[src/rtl/fetch_unit.sv]
// fetch_unit: PC register, next-PC select, imem req/ack fetch and IF/ID register.
// Optional FETCH_PERF_EN adds fetched-instruction and bubble counters.
module fetch_unit #(
  parameter int                 XLEN     = 16,
  parameter int                 INSTR_W  = 16,
  parameter int                 PC_STEP  = 2,
  parameter logic [XLEN-1:0]    RESET_PC = '0,
  parameter logic [INSTR_W-1:0] NOP      = '0
) (
  input  logic               clk,
  input  logic               rst,
  input  logic [1:0]         pc_src,
  input  logic [XLEN-1:0]    j_target,
  input  logic [XLEN-1:0]    b_target,
  input  logic [XLEN-1:0]    ret_addr,
  input  logic               stall,
  input  logic               flush,
  output logic               imem_req,
  output logic [XLEN-1:0]    imem_addr,
  input  logic               imem_ack,
  input  logic [INSTR_W-1:0] imem_rdata,
  output logic               if_valid,
  output logic [XLEN-1:0]    if_pc,
  output logic [XLEN-1:0]    if_npc,
  output logic [INSTR_W-1:0] if_instr
`ifdef FETCH_PERF_EN
  ,
  output logic [31:0]        perf_fetched,
  output logic [31:0]        perf_bubbles
`endif
);

  typedef enum logic [1:0] {
    FETCH = 2'd0,
    HOLD  = 2'd1,
    DRAIN = 2'd2
  } state_t;

  localparam logic [XLEN-1:0] STEP = XLEN'(PC_STEP);

  state_t             state;
  logic [XLEN-1:0]    pc;
  logic [XLEN-1:0]    pc_inc;
  logic [XLEN-1:0]    target;
  logic [INSTR_W-1:0] hold_instr;
  logic               redirect;
  logic               take;
  logic               hold_out;

  assign pc_inc   = pc + STEP;
  assign redirect = (pc_src != 2'b00);
  assign take     = (state == FETCH) && imem_ack && !stall;
  assign hold_out = (state == HOLD) && !stall;

  always_comb begin
    target = pc;
    unique case (pc_src)
      2'b01:   target = j_target;
      2'b10:   target = b_target;
      2'b11:   target = ret_addr;
      default: target = pc;
    endcase
  end

  always_ff @(posedge clk) begin
    if (rst) begin
      state      <= FETCH;
      pc         <= RESET_PC;
      imem_req   <= 1'b1;
      imem_addr  <= RESET_PC;
      hold_instr <= NOP;
      if_valid   <= 1'b0;
      if_pc      <= '0;
      if_npc     <= '0;
      if_instr   <= NOP;
    end else if (redirect) begin
      pc         <= target;
      hold_instr <= NOP;
      if_valid   <= 1'b0;
      if_instr   <= NOP;
      // an unanswered request keeps its address until the stale ack is drained
      if (imem_req && !imem_ack) begin
        state <= DRAIN;
      end else begin
        state     <= FETCH;
        imem_req  <= 1'b1;
        imem_addr <= target;
      end
    end else begin
      unique case (state)
        FETCH: begin
          if (take) begin
            if_valid  <= 1'b1;
            if_pc     <= pc;
            if_npc    <= pc_inc;
            if_instr  <= imem_rdata;
            pc        <= pc_inc;
            imem_addr <= pc_inc;
          end else if (imem_ack) begin
            hold_instr <= imem_rdata;
            imem_req   <= 1'b0;
            state      <= HOLD;
          end
        end
        HOLD: begin
          if (hold_out) begin
            if_valid  <= 1'b1;
            if_pc     <= pc;
            if_npc    <= pc_inc;
            if_instr  <= hold_instr;
            pc        <= pc_inc;
            imem_req  <= 1'b1;
            imem_addr <= pc_inc;
            state     <= FETCH;
          end
        end
        DRAIN: begin
          if (imem_ack) begin
            imem_addr <= pc;
            state     <= FETCH;
          end
        end
        default: state <= FETCH;
      endcase
      if (flush) begin
        if_valid <= 1'b0;
        if_instr <= NOP;
      end
    end
  end

`ifdef FETCH_PERF_EN
  logic wr_valid;

  assign wr_valid = (take || hold_out) && !flush && !redirect;

  always_ff @(posedge clk) begin
    if (rst) begin
      perf_fetched <= '0;
      perf_bubbles <= '0;
    end else begin
      if (wr_valid) perf_fetched <= perf_fetched + 32'd1;
      if (!if_valid) perf_bubbles <= perf_bubbles + 32'd1;
    end
  end
`else
  // counters are absent in this build
`endif

endmodule

[config.mk]
export PLATFORM = sky130hd
export DESIGN_NAME = fetch_unit
export DESIGN_NICKNAME = d
export VERILOG_FILES = /design/src/rtl/fetch_unit.sv
export SDC_FILE = /design/constraint.sdc
export NUM_CORES = 1
export LEC_CHECK = 0
export CORE_MARGIN = 1
export CORE_UTILIZATION = 52
export CTS_CLUSTER_DIAMETER = 80
export DETAILED_ROUTE_END_ITERATION = 10
export PLACE_DENSITY = 0.89
export SETUP_SLACK_MARGIN = 0.4
export SLEW_MARGIN = 30
export SYNTH_ARGS = -nofsm -noshare
export SYNTH_HDL_FRONTEND = slang
export SYNTH_SLANG_ARGS = --single-unit
[constraint.sdc]
create_clock -name clk -period 4.65 [get_ports clk]
set_clock_uncertainty 0.1 [all_clocks]
set_input_delay 0.93 -clock clk [delete_from_list [all_inputs] [get_ports clk]]
set_output_delay 0.93 -clock clk [all_outputs]
set_load 0.02 [all_outputs]
**Yosys cells after proc, flatten, opt, wreduce, memory -nomap -nowiden**

Cells that the tools add are included.

- Bits in registers: 100
- Output and inout port bits: 66
- Word-level logic and storage cells: 75

- Add/sub/neg operators: 1
- Eq/ne operators: 13
- Multiplexer cells: 30
- Bitwise logic cells: 2
- Reduce and logical (&&, ||, !) cells: 20

Operators with widths:

| operator | number |
|---|---|
| $mux W16 | 10 |
| $pmux W16 S2 | 3 |
| $pmux W16 S3 | 2 |
| $add A16 B2 Y16 const B | 1 |
| $ne A3 B3 Y1 const B | 5 |
| $mux W2 | 6 |
| $reduce_and A5 Y1 | 2 |
| $reduce_and A3 Y1 | 3 |
| $reduce_and A4 Y1 | 2 |
| $eq A2 B2 Y1 const B | 3 |
| $mux W1 | 6 |
| $ne A2 B2 Y1 const B | 3 |
| $pmux W2 S3 | 1 |
| $eq A2 B1 Y1 const B | 2 |
| $logic_and A1 B1 Y1 | 4 |
| $pmux W1 S2 | 2 |
| $reduce_bool A2 Y1 | 2 |
| $reduce_bool A4 Y1 | 1 |
| $reduce_bool A3 Y1 | 1 |
| $reduce_or A3 Y1 | 1 |
| $logic_not A1 Y1 | 2 |
| $logic_not A2 Y1 | 1 |
| $not A1 Y1 | 2 |
| $reduce_or A2 Y1 | 1 |

**Longest topological paths before layout**

- Depth in word-level cells: 6
- Gate-level depth with buffers: 9
- Gate-level depth less buffers: 6

**Worst setup path after synthesis**

OpenSTA, ideal clock, no wires.

- Path kind: input port to flip-flop
- Start point: in stall
- End point: reg imem_addr[9]
- Data arrival time: 2.064 ns
- Path slack: 2.367 ns
- Cell stages on the path: 5
- Path through: buf_2 -> nand3b_1 -> o21a_1 -> o41a_1 -> o221a_2

- Longest elaborated chain between the ends: 4
- Elaborated cells on any way between the ends: 6

RTL lines:

| item | RTL line | source |
|---|---|---|
| start, declared | 16 | `input logic stall,` |
| $logic_not A1 Y1 * | 52, 53 |  |
| $logic_and A1 B1 Y1, on equally long branches | 52, 53 |  |
| $ne A3 B3 Y1 (no source line) | n/a |  |
| $reduce_and A5 Y1 (no source line) * | n/a |  |
| end signal, assigned | 87 | `imem_addr <= target;` |
| end signal, assigned | 98 | `imem_addr <= pc_inc;` |
| end signal, assigned | 113 | `imem_addr <= pc_inc;` |
| end, declared | 19 | `output logic [XLEN-1:0] imem_addr,` |

Every way passes the cells marked *; elsewhere a longest branch is shown, timed or not.
A chain may end at the register's enable or synchronous reset.

**Final worst setup path**

- Start point: in pc_src[1]
- End point: reg pc[11]

- Longest elaborated chain between the ends: 3
- Elaborated cells on any way between the ends: 10

RTL lines:

| item | RTL line | source |
|---|---|---|
| start, declared | 12 | `input logic [1:0] pc_src,` |
| $eq A2 B2 Y1 (tied with other cells) | 57 | `unique case (pc_src)` |
| $pmux W16 S3 (tied with other cells) | 57 |  |
| $mux W16 or $reduce_and A3 Y1 (tied branches) | n/a |  |
| end signal, assigned | 77 | `pc <= target;` |
| end signal, assigned | 97 | `pc <= pc_inc;` |
| end signal, assigned | 111 | `pc <= pc_inc;` |
| end, declared | 42 | `logic [XLEN-1:0] pc;` |

Parallel ways exist; a longest one is shown, timed or not.

==> metrics.md <==
| Metric | Value |
|---|---|
| Initial Utilization | `0.538` |
| Critical Path AT | `roughly 3.5 ns` |
| Leak Pwr | `2.33 nW` |
| RSZ-0062 raised after global routing | `false` |
| Syn. warnings | `0` |
| Max Cap Violations | `0` |
| Main synth FF type | `dfxtp_1` |
| CP endpoint | `pc[11]` |
| Worst reg2reg path depth | `7` |
| Die Y | `103 um` |
| Clock Tree Buf Depth | `2` |
| Fmax | `0.303 GHz` |
| Diode count | `0` |
| Global route overflow | `0` |
| Internal power | `1.33 mW` |
| Synth Instances | `619` |
| # clock sinks | `99` |
| Layout area overhead | `28.6%` |
| Worst-Margin Slew | `0.927 ns` |
| Post-Layout Cell Count | `855` |
| Worst-Skew Late Latency | `between 0.3 and 0.4 ns` |
| Slew headroom | `0.380` |
| Setup violators final | `0` |
| CP Cell Sequence | `clkdlybuf4s50_1 -> buf_4 -> nor2b_1 -> a22oi_1 -> nor3b_1 -> a211oi_1` |
| Cell variety after synth | `72` |
| Clock power frac | `0.307` |
| Via count | `between 5000 and 6000` |
| WL/cell | `17.5 um` |
| Net Sw Frac | `0.303` |
| Root buffer cell | `clkbuf_8` |
| Clock-pin slew on the worst setup and hold paths | `0.10 ns` |
| Sequential power share | `0.485` |
| Worst reg2reg path startpoint | `state[1]` |
| Top-area cell type share of the netlist area | `0.377` |
| Tmin final | `3.31 ns` |
| Cells after DPL | `839` |
| Ys async rst share | `0` |
| Core area | `9770 um2` |
| Delay-heaviest family, CP | `simple AND/OR/NAND/NOR gates` |
| RD Place Congestion | `~0.9` |
| Crit Path Max Fanout | `16` |
| Hold_buf cts | `0` |
| DR DRC count | `0` |
| DIE WIDTH | `103 um` |
| Resize count post-CTS | `0` |
| IO Port Bufs | `about 140` |
| TNS Setup | `0 ns` |
| CP required | `4.82 ns` |
| Peak supply drop | `0.000161 V` |
| Critical setup path kind | `input pin to flop` |
| Total track usage | `0.295` |
| Post-layout util | `0.692` |
| Fin nets | `792` |
| Switching power | `0.577 mW` |
| WP depth | `6` |
| Pre-antenna DRT Iters | `5` |
| CTS tree | `done` |
| Setup bufs post-CTS | `0` |
| Slowest CP cell | `nor2b_1` |
| Top cells by area, synth | `dfxtp_1 (38%), nand2_1 (5.8%), a21oi_1 (5.7%)` |
| Vias per cell | `between 6 and 7` |
| Final Hold Fails | `0` |
| Die area | `10500 um2` |
| FF+latch count, synth | `99` |
| Outcome | `finished clean` |
| Critical Path End Type | `flop` |
| CTS Buf Count | `9` |
| Vias in the first global route | `5111` |
| Crit path buf inv count | `2` |
| Starting DRT DRC Count | `374` |
| Post-synthesis net count | `694` |
| Max incr delay on CP | `0.78 ns` |
| Post-layout instance area | `6760 um2` |
| Gate power share | `0.207` |
| First-pass GRT wire length | `24200 um` |
| Antenna violation net count after detailed routing | `0` |
| Row count | `36` |
| Hold Path Class | `flop to flop` |
| Startpoint types | `input pin` |
| Largest net degree at the start of global routing | `53` |
| Layout cells sized above 1 | `0.0789` |
| DP Area | `6560 um2` |
| DP Wirelength | `11000 um` |
| Avg Inst Size Synth | `8.50 um2` |
| Most area-hungry cell type in the Yosys netlist | `dfxtp_1` |
| Crit share post-route | `0.711` |
| Critical R2R Capture | `if_instr[3]` |
| Synthesized area | `roughly 5300 um2` |
| Pins Over Slew Limit | `0` |
| Final WL | `15000 um` |
| Crit path launch | `pc_src[1]` |
| Reg2reg setup slack | `just under 2 ns` |
| Antenna violations before repair | `0` |
| H-tree levels | `3` |
| I/O pins | `137` |
| Sequential fraction of the synthesis area | `0.377` |
| Post-synth EDFFs | `0` |
| Power density cells | `around 280 nW/um2` |
==> sequential cells by signal (all words and copies together) (netlist names) <==
signal / flops
pc: 16
if_valid: 1
imem_addr: 16
if_npc: 15
if_instr: 16
hold_instr: 16
if_pc: 16
imem_req: 1
state: 2
==> per-stage QoR <==
stage                     hold slack (ns)  worst slack (ns)  total power [mW]
final                               0.356              1.34              1.90
after global routing                0.368              1.12              1.97
after CTS                           0.358              1.41              1.90
after detailed placement            0.345              1.03              1.33
after global placement              0.341              1.20              1.32
after floorplan                     0.329              2.37              1.17
==> placed cells by master (no fill, tap or decap), types with 3 or more instances in the layout <==
cell               n
a211oi_1          38
buf_4              7
inv_1             20
inv_6              3
nor4_4             3
nor2b_1            5
clkbuf_8           9
nand2_1           81
mux2_2             7
o31ai_1            3
clkdlybuf4s50_1  136
ha_1               3
a22oi_1            3
nor3_1            12
o21ai_0           16
o211a_1            5
nand3_1            9
a31oi_1            7
o2bb2ai_1          8
a221oi_1           5
mux2i_1           30
nand4b_1           3
nor4_1             3
a21o_1             5
xnor2_1           15
a311oi_1           7
nor2_1            50
o221a_2            5
o21a_1             4
a21oi_1           60
xor2_1             3
dfxtp_1           99
==> cells in the mapped netlist, types with 4 or more instances <==
cell	n
clkbuf_1	17
a311oi_1	7
a31oi_1	7
o2bb2ai_1	8
o211a_1	5
nor2b_1	5
buf_4	7
nand2_1	81
xnor2_1	15
a21o_1	5
a21oi_1	60
buf_2	29
o21ai_0	16
nand3_1	9
ha_1	4
a221oi_1	5
dfxtp_1	99
mux2i_1	30
o21a_1	4
nor3_1	12
inv_1	20
o221a_2	5
mux2_2	7
nor2_1	51
a211oi_1	38
==> final cells by class <==
cell class                 count  area [um2]
clock inverter                 7        80.1
inverter                      20        75.1
timing repair buffer         144        1420
fill                         796        3010
tap                          133         166
multi-input combinational    443        2910
clock buffer                   9         124
sequential                    99        1980
==> layer usage <==
metal	up-vias	routed length, um	share of wire	global-route usage
li1	2438	-	-	-
met1	2468	5890	0.39	0.334
met2	195	7760	0.52	0.545
met3	44	860	0.057	0.0502
met4	0	491	0.033	0.125
met5	-	0	0	0
==> logic make-up after synthesis <==
family / after synthesis / share of synthesized area
xor+xnor: 18 / 0.0300
compound gates: 192 / 0.252
buf+inv: 77 / 0.0699
fa+ha+maj: 4 / 0.00952
flops: 99 / 0.377
simple gates: 190 / 0.181
mux: 39 / 0.0807
==> how the worst min path moves through the flow <==
stage / startpoint / to / slack, ns / cells after the start
finish: if_pc[2] / if_pc[2] / 0.36 / 2
global route: if_pc[2] / if_pc[2] / 0.37 / 2
CTS: if_pc[2] / if_pc[2] / 0.36 / 2
detailed placement: if_pc[2] / if_pc[2] / 0.35 / 2
global placement: if_pc[2] / if_pc[2] / 0.34 / 2
floorplan: pc[0] / if_pc[0] / 0.33 / 2
==> power groups by stage <==
stage               combinational (mW)  sequential, mW  clock (mW)
floorplan                        0.222           0.948           0
global placement                 0.378           0.940           0
detailed placement               0.389           0.941           0
CTS                              0.391           0.922       0.588
global route                     0.425           0.927       0.622
finish                           0.395           0.923       0.585
==> tightest hold or removal path: cells and delay by family, from the launching register on <==
family           cells  cell delay, ns
flip-flops           1            0.32
AND/OR/NAND/NOR      1            0.05
AO/OA/AOI/OAI        1            0.05
(Power assumes the default switching activity.)
